## src/rtl/reciprocal_float_cu.sv

```systemverilog
// reciprocal_float_cu: control unit for the floating-point reciprocal datapath.
// Sequences operand load, exponent commit, CORDIC start, bounded completion
// wait and the done pulse. Optional macro RECIP_ZERO_TRAP_EN enables the
// zero-operand trap (skip the CORDIC and flag div_zero).
//
// Handshake: start is a level request sampled only in IDLE; done_cordic is a
// one-cycle completion pulse honoured only in WAIT; done is a one-cycle pulse
// and div_zero/timeout_err are valid with it and hold until the next LOAD.
module reciprocal_float_cu #(
  parameter int TIMEOUT_CYCLES = 31
) (
  input  logic       clk,
  input  logic       rst,
  input  logic       start,
  input  logic       done_cordic,
  input  logic       zero_flag,
  output logic       loadE,
  output logic       loadM,
  output logic       loadS,
  output logic       selE,
  output logic       start_cordic,
  output logic       busy,
  output logic       done,
  output logic       div_zero,
  output logic       timeout_err,
  output logic [2:0] state_dbg
);

  typedef enum logic [2:0] {
    S_IDLE  = 3'd0,
    S_LOAD  = 3'd1,
    S_CHECK = 3'd2,
    S_START = 3'd3,
    S_WAIT  = 3'd4,
    S_FIN   = 3'd5
  } state_t;

  // Last counter value at which WAIT may still accept done_cordic.
  localparam logic [7:0] WAIT_LAST = 8'(TIMEOUT_CYCLES - 1);

  state_t     state;
  state_t     state_nxt;
  logic [7:0] wait_cnt;
  logic       zero_trap;
  logic       wait_expired;

`ifdef RECIP_ZERO_TRAP_EN
  assign zero_trap = zero_flag;
`else
  // Zero operands take the normal CORDIC path; the flag is not consulted.
  logic zero_flag_unused;
  assign zero_flag_unused = zero_flag;
  assign zero_trap        = 1'b0;
`endif

  assign wait_expired = (wait_cnt == WAIT_LAST);
  assign state_dbg    = state;

  // State register; reset forces IDLE immediately.
  always_ff @(posedge clk or negedge rst) begin
    if (!rst) state <= S_IDLE;
    else      state <= state_nxt;
  end

  // Next-state logic and control decode (decoded from state).
  always_comb begin
    state_nxt    = state;
    loadE        = 1'b0;
    loadM        = 1'b0;
    loadS        = 1'b0;
    selE         = 1'b0;
    start_cordic = 1'b0;
    busy         = 1'b1;
    done         = 1'b0;
    case (state)
      S_IDLE: begin
        busy = 1'b0;
        if (start) state_nxt = S_LOAD;
      end
      S_LOAD: begin
        loadE     = 1'b1;
        loadM     = 1'b1;
        loadS     = 1'b1;
        selE      = 1'b1;
        state_nxt = S_CHECK;
      end
      S_CHECK: begin
        // Commit 253-E+cin unless the operand is trapped as zero.
        loadE     = !zero_trap;
        state_nxt = zero_trap ? S_FIN : S_START;
      end
      S_START: begin
        start_cordic = 1'b1;
        state_nxt    = S_WAIT;
      end
      S_WAIT: begin
        if (done_cordic || wait_expired) state_nxt = S_FIN;
      end
      S_FIN: begin
        done      = 1'b1;
        state_nxt = S_IDLE;
      end
      default: state_nxt = S_IDLE;
    endcase
  end

  // Wait counter: cleared in START, saturating increment in WAIT.
  always_ff @(posedge clk or negedge rst) begin
    if (!rst)                                  wait_cnt <= 8'd0;
    else if (state == S_START)                 wait_cnt <= 8'd0;
    else if (state == S_WAIT && wait_cnt != 8'hFF) wait_cnt <= wait_cnt + 8'd1;
  end

  // Status flags: cleared when a run is accepted, set on the way to FIN.
  always_ff @(posedge clk or negedge rst) begin
    if (!rst) begin
      div_zero    <= 1'b0;
      timeout_err <= 1'b0;
    end else begin
      if (state == S_IDLE && start) begin
        div_zero    <= 1'b0;
        timeout_err <= 1'b0;
      end
      if (state == S_CHECK && zero_trap)                      div_zero    <= 1'b1;
      if (state == S_WAIT && !done_cordic && wait_expired)    timeout_err <= 1'b1;
    end
  end

endmodule

```

## config.mk

```make
export PLATFORM = sky130hd
export DESIGN_NAME = reciprocal_float_cu
export DESIGN_NICKNAME = d
export VERILOG_FILES = /design/src/rtl/reciprocal_float_cu.sv
export SDC_FILE = /design/constraint.sdc
export NUM_CORES = 1
export LEC_CHECK = 0
export CORE_UTILIZATION = 50
export DETAILED_ROUTE_END_ITERATION = 12
export PLACE_DENSITY = 0.8
export SETUP_SLACK_MARGIN = 0.5
export SYNTH_ARGS = -nofsm -noshare
export SYNTH_HDL_FRONTEND = slang
export SYNTH_SLANG_ARGS = --single-unit
```

## constraint.sdc

```tcl
create_clock -name clk -period 2.8 [get_ports clk]
set_input_delay 0.56 -clock clk [delete_from_list [all_inputs] [get_ports clk]]
set_output_delay 0.56 -clock clk [all_outputs]
set_load 0.03 [all_outputs]
```

Yosys cells after proc, flatten, opt, wreduce, memory -nomap -nowiden:

Cells that the tools add are included.

* register bits: 12
* input bits: 5
* output and inout bits: 12
* word-level logic and storage cells: 36

* add/sub/neg operators: 1
* equal/unequal tests: 9
* muxes and demuxes: 12
* reduce and logical (&&, ||, !) cells: 11

Operators with widths (count)
* 8-bit 2-to-1 mux: 2
* 3-bit one-hot mux with 5 select lines: 1
* 8-bit by 1-bit adder with 8-bit output (second input constant): 1
* 8-bit by 5-bit == test with 1-bit output (second input constant): 1
* 8-bit inequality test (second input constant): 1
* 1-bit 2-to-1 mux: 7
* 3-bit by 2-bit == test with 1-bit output (second input constant): 2
* 3-bit == test (second input constant): 2
* 3-bit 2-to-1 mux: 2
* 1-bit logical AND: 4
* 2-bit inequality test (second input constant): 2
* 2-bit nonzero test: 2
* 3-bit by 1-bit == test with 1-bit output (second input constant): 1
* 3-bit zero test: 1
* 2-bit AND reduction: 1
* 2-bit OR reduction: 1
* 1-bit zero test: 1
* 1-bit logical OR: 1

Depth between registers and ports, before layout:

* depth after elaboration: 4
* gate-level depth with buffers: 6
* mapped depth without buffers: 6

Least setup slack after synthesis:

Ideal clock, no wire load.

* path type: register to output
* start: register state[0] (netlist: state_dbg[0])
* end: output loadS
* data arrival time: 1.827 ns
* data required time: 2.240 ns
* setup slack: 0.413 ns
* cell stages (with the launch flop): 5
* buffers on the path: 2
* cell sequence: dfrtp_1 > buf_6 > inv_1 > nor3_1 > buf_4

* longest elaborated chain between the ends: 2

RTL lines
* start: declaration: RTL line 41 `state_t state;`
* start signal: assignment: RTL line 62 `else state <= state_nxt;`
* 3-bit by 1-bit == test with 1-bit output
* 1-bit 2-to-1 mux
* end: declaration: RTL line 19 `output logic loadS,`

Every way passes these cells.

Worst setup path in the final report:

* start: register state[0] (netlist: state_dbg[0])
* end: output busy

* longest elaborated chain between the ends: 2

RTL lines
* 3-bit zero test: RTL line 75 `case (state)`
* 1-bit 2-to-1 mux: RTL line 75
* end: declaration: RTL line 22 `output logic busy,`

Every way passes these cells.

==> summary by stage <==
Route
The first TritonRoute pass finished after 4 iterations. The routed length per placed instance is 13.9 um. After detailed routing, the total wire length is 1470 um. The first-iteration detailed-routing DRC count is 16. The routed layout has 626 vias.

Once detail routing completed, the nets flagged for antenna violations numbered 0. After detailed routing, the number of vias per cell comes to 5.91. In the routed design, unresolved DRC markers number 0.

Flow run
Max-cap violations in this run came to 0.

Logic synthesis
Synthesis produced 80 cells. For this run, the number of Yosys warnings is 0. The synthesized netlist occupies a cell area of 706 um^2. Counting distinct cell types in the post-synthesis netlist gives 33. The average footprint of a synthesized cell is 8.82 um^2. The part of the Yosys area used for sequential elements is 0.426. The net count of the mapped netlist is 87. Counting flops and latches in the post-synthesis netlist gives 12.

Cells and area
0 antenna diodes ended up in the layout. Of the cells placed in the final design, the portion with a size suffix greater than 1 is 0.110. The area growth from synthesis to layout is 21.5%. The net count of the finished layout is 100.

Timing
In the post-route analysis, the smallest setup slack over all paths is 592 ps. The number of max-slew violations in the final report is 0. At the pin with the least slew margin, the transition time is 588 ps. The time the final worst path needs with I/O delays and setup is 2210 ps.

The clock skew after layout is 10.9 ps. The part of the cycle the worst path needs is 0.789. Derived from the worst setup path, the maximum achievable clock frequency is 453 MHz.

Setup repair after global routing left no endpoint under its margin. After routing, the total negative slack on setup checks comes to 0 ps. The worst-case hold slack is 507 ps.

The normalized max-slew margin is 0.608. The final count of hold timing violations is 0. The number of endpoints failing setup at the final stage is 0.

CTS
At the later pin of the worst-skew pair, clock insertion delay measures 280 ps. TritonCTS built the clock tree. The post-CTS setup buffer count is 0.

The number of clock buffers inserted by TritonCTS is 3. The count of H-tree levels built during CTS is 1. The clock transition at the registers of the reported paths is 70 ps. In this run the deepest clock path goes through 2 buffers. Counting every sink on the clock net gives 12.

The CTS root buffer is sky130_fd_sc_hd__clkbuf_4.

Placed design
At the placement stage, the worst setup path has a slack of 656 ps. The weighted congestion reported at the end of routability-driven placement is 0.821. The count of buffers added on input and output ports is 14.

Detailed placement ended at an HPWL of 1070 um.

Die
The chip width is 39.6 um. Row generation in the floorplan step produced 13 rows. The starting density of the core is 0.542. During I/O placement, the number of pins put on the boundary was 17. The total core area is 1300 um^2. The die is 39.6 um tall. The die covers 1570 um^2.

Power and ir drop
The design draws 844 uW. Summed over all cells, the static leakage comes to 0.000381 uW. The cell area power density is 985 nW/um^2. The worst vdd rail ir drop is 0.450 mV.

Global route
The total overflow reported by the global router is 0. The combined global-route utilization of all metal layers is 0.223. Entering global routing, the biggest net connects 13 pins. The number of antenna violations at the first check in global routing is 0.

The wire length of the first global-routing pass is 2210 um. The number of global-route vias before repair is 514.

Setup path
STA classifies the critical path endpoint as an output port. STA puts the critical path data arrival time at 1650 ps. The kind of critical path is reg -> out. The startpoint identified for the worst register-to-register timing path is state_dbg[0]$_DFFE_PN0P_. The endpoint required time on the critical path is 2240 ps. In this run the worst setup path begins at state_dbg[0]$_DFFE_PN0P_. The worst setup path is launched from a register. In this run the worst path has a maximum fanout of 10.

Run status
The flow ran to the end, and the final reports show no timing, DRC or antenna violations.

Worst hold path
In this run the most critical hold path is launched from timeout_err$_DFFE_PN0P_. The worst min-delay path class is reg -> reg.
==> flip-flops by register name, indices dropped and copies added (netlist names) <==
signal,cells
state_dbg,3
timeout_err,1
wait_cnt,8
==> layer usage <==
metal	vias to the layer above	track usage	wire [um]
met2	19	0.381	709
met1	296	0.238	659
met4	0	0.0776	18
li1	307	-	-
met5	-	0	0
met3	4	0.102	86
==> cell families after synthesis <==
group	Yosys count	share of synthesized area
other	1	0.00531
buffers and inverters	12	0.0940
xor gates and xnor gates	1	0.0124
DFF	12	0.426
and+or+nand+nor	30	0.236
AOI/OAI and AO/OA	22	0.191
adders and majority gates	2	0.0355
==> Yosys cell counts, drive strengths merged <==
cell type	instances	area [um^2]
or3	1	6.26
nor3	2	10.0
nand3	1	5.00
o21bai	1	7.51
o31ai	3	22.5
nor2	5	18.8
or4	1	7.51
conb	1	3.75
nand3b	2	15.0
nor2b	1	6.26
or2	1	6.26
and2	2	12.5
o21ai	9	45.0
nor4	1	6.26
nor3b	1	12.5
nand4b	1	8.76
xnor2	1	8.76
a21oi	3	15.0
o311ai	2	17.5
dfrtp	12	300
a31oi	2	12.5
or3b	1	8.76
inv	6	22.5
nand2	8	30.0
nand4	2	12.5
ha	2	25.0
o22ai	1	6.26
buf	6	43.8
a22o	1	8.76
==> placed cells by master (no fill, tap or decap) <==
| master | count |
|---|---|
| sky130_fd_sc_hd__nor2_1 | 5 |
| sky130_fd_sc_hd__nand4b_1 | 1 |
| sky130_fd_sc_hd__a21oi_1 | 3 |
| sky130_fd_sc_hd__o31ai_1 | 3 |
| sky130_fd_sc_hd__or2_0 | 1 |
| sky130_fd_sc_hd__inv_2 | 1 |
| sky130_fd_sc_hd__dfrtp_1 | 9 |
| sky130_fd_sc_hd__dlygate4sd2_1 | 4 |
| sky130_fd_sc_hd__nor2b_1 | 1 |
| sky130_fd_sc_hd__a31oi_1 | 2 |
| sky130_fd_sc_hd__nor4_1 | 1 |
| sky130_fd_sc_hd__nor3_2 | 2 |
| sky130_fd_sc_hd__dfrtp_2 | 3 |
| sky130_fd_sc_hd__nor3b_2 | 1 |
| sky130_fd_sc_hd__xnor2_1 | 1 |
| sky130_fd_sc_hd__inv_1 | 5 |
| sky130_fd_sc_hd__clkdlybuf4s50_1 | 8 |
| sky130_fd_sc_hd__ha_1 | 2 |
| sky130_fd_sc_hd__o22ai_1 | 1 |
| sky130_fd_sc_hd__a22o_1 | 1 |
| sky130_fd_sc_hd__clkbuf_4 | 3 |
| sky130_fd_sc_hd__nand3b_1 | 2 |
| sky130_fd_sc_hd__o21ai_0 | 4 |
| sky130_fd_sc_hd__dlymetal6s2s_1 | 2 |
| sky130_fd_sc_hd__nand2_1 | 8 |
| sky130_fd_sc_hd__o21ai_1 | 5 |
| sky130_fd_sc_hd__or3_1 | 1 |
| sky130_fd_sc_hd__or4_1 | 1 |
| sky130_fd_sc_hd__o21bai_1 | 1 |
| sky130_fd_sc_hd__or3b_1 | 1 |
| sky130_fd_sc_hd__nand3_1 | 1 |
| sky130_fd_sc_hd__nand4_1 | 2 |
| sky130_fd_sc_hd__o311ai_1 | 2 |
| sky130_fd_sc_hd__and2_1 | 2 |
| sky130_fd_sc_hd__conb_1 | 1 |
==> per-stage QoR <==
step,instance area (um^2),std cells,util
3_5_place_dp,826,103,0.635
2_1_floorplan,711,80,-
5_1_grt,857,106,0.659
3_3_place_gp,826,103,0.635
4_1_cts,843,106,0.648
6_report,857,106,0.659
==> power by group <==
group | internal [uW] | total (uW) | switching, uW
clock | 49.9 | 106 | 55.7
combinational | 173 | 447 | 275
sequential | 215 | 291 | 75.8
==> worst paths after layout <==
kind                                             to  slack (ps)  cells past startpoint
setup / recovery                               busy         590                      3
hold / removal              timeout_err$_DFFE_PN0P_         510                      1
setup reg to reg            wait_cnt[7]$_DFFE_PN0P_        1020                      3
hold reg to reg             timeout_err$_DFFE_PN0P_         510                      1
max in group asynchronous  state_dbg[2]$_DFFE_PN0P_        1790                      1
min in group asynchronous   wait_cnt[2]$_DFFE_PN0P_         620                      1
==> layout make-up <==
class	instances	area, um^2
sequential	12	304
fill	111	444
tap	15	18.8
clock buffer	3	22.5
multi-input combinational	56	349
timing repair buffer	14	140
inverter	6	22.5
==> critical path, stage by stage (launching register included) <==
cell                              delay, ps
sky130_fd_sc_hd__dfrtp_2                480
sky130_fd_sc_hd__nor3_2                 240
sky130_fd_sc_hd__inv_1                   50
sky130_fd_sc_hd__clkdlybuf4s50_1        580
==> repair_timing <==
action	CTS	global route
gates resized for setup	4	6
endpoints found under the hold margin	0	0
pin swaps	0	0
endpoints found under the setup margin	4	4
hold buffers	0	0
Power figures use the tool's default switching activity.
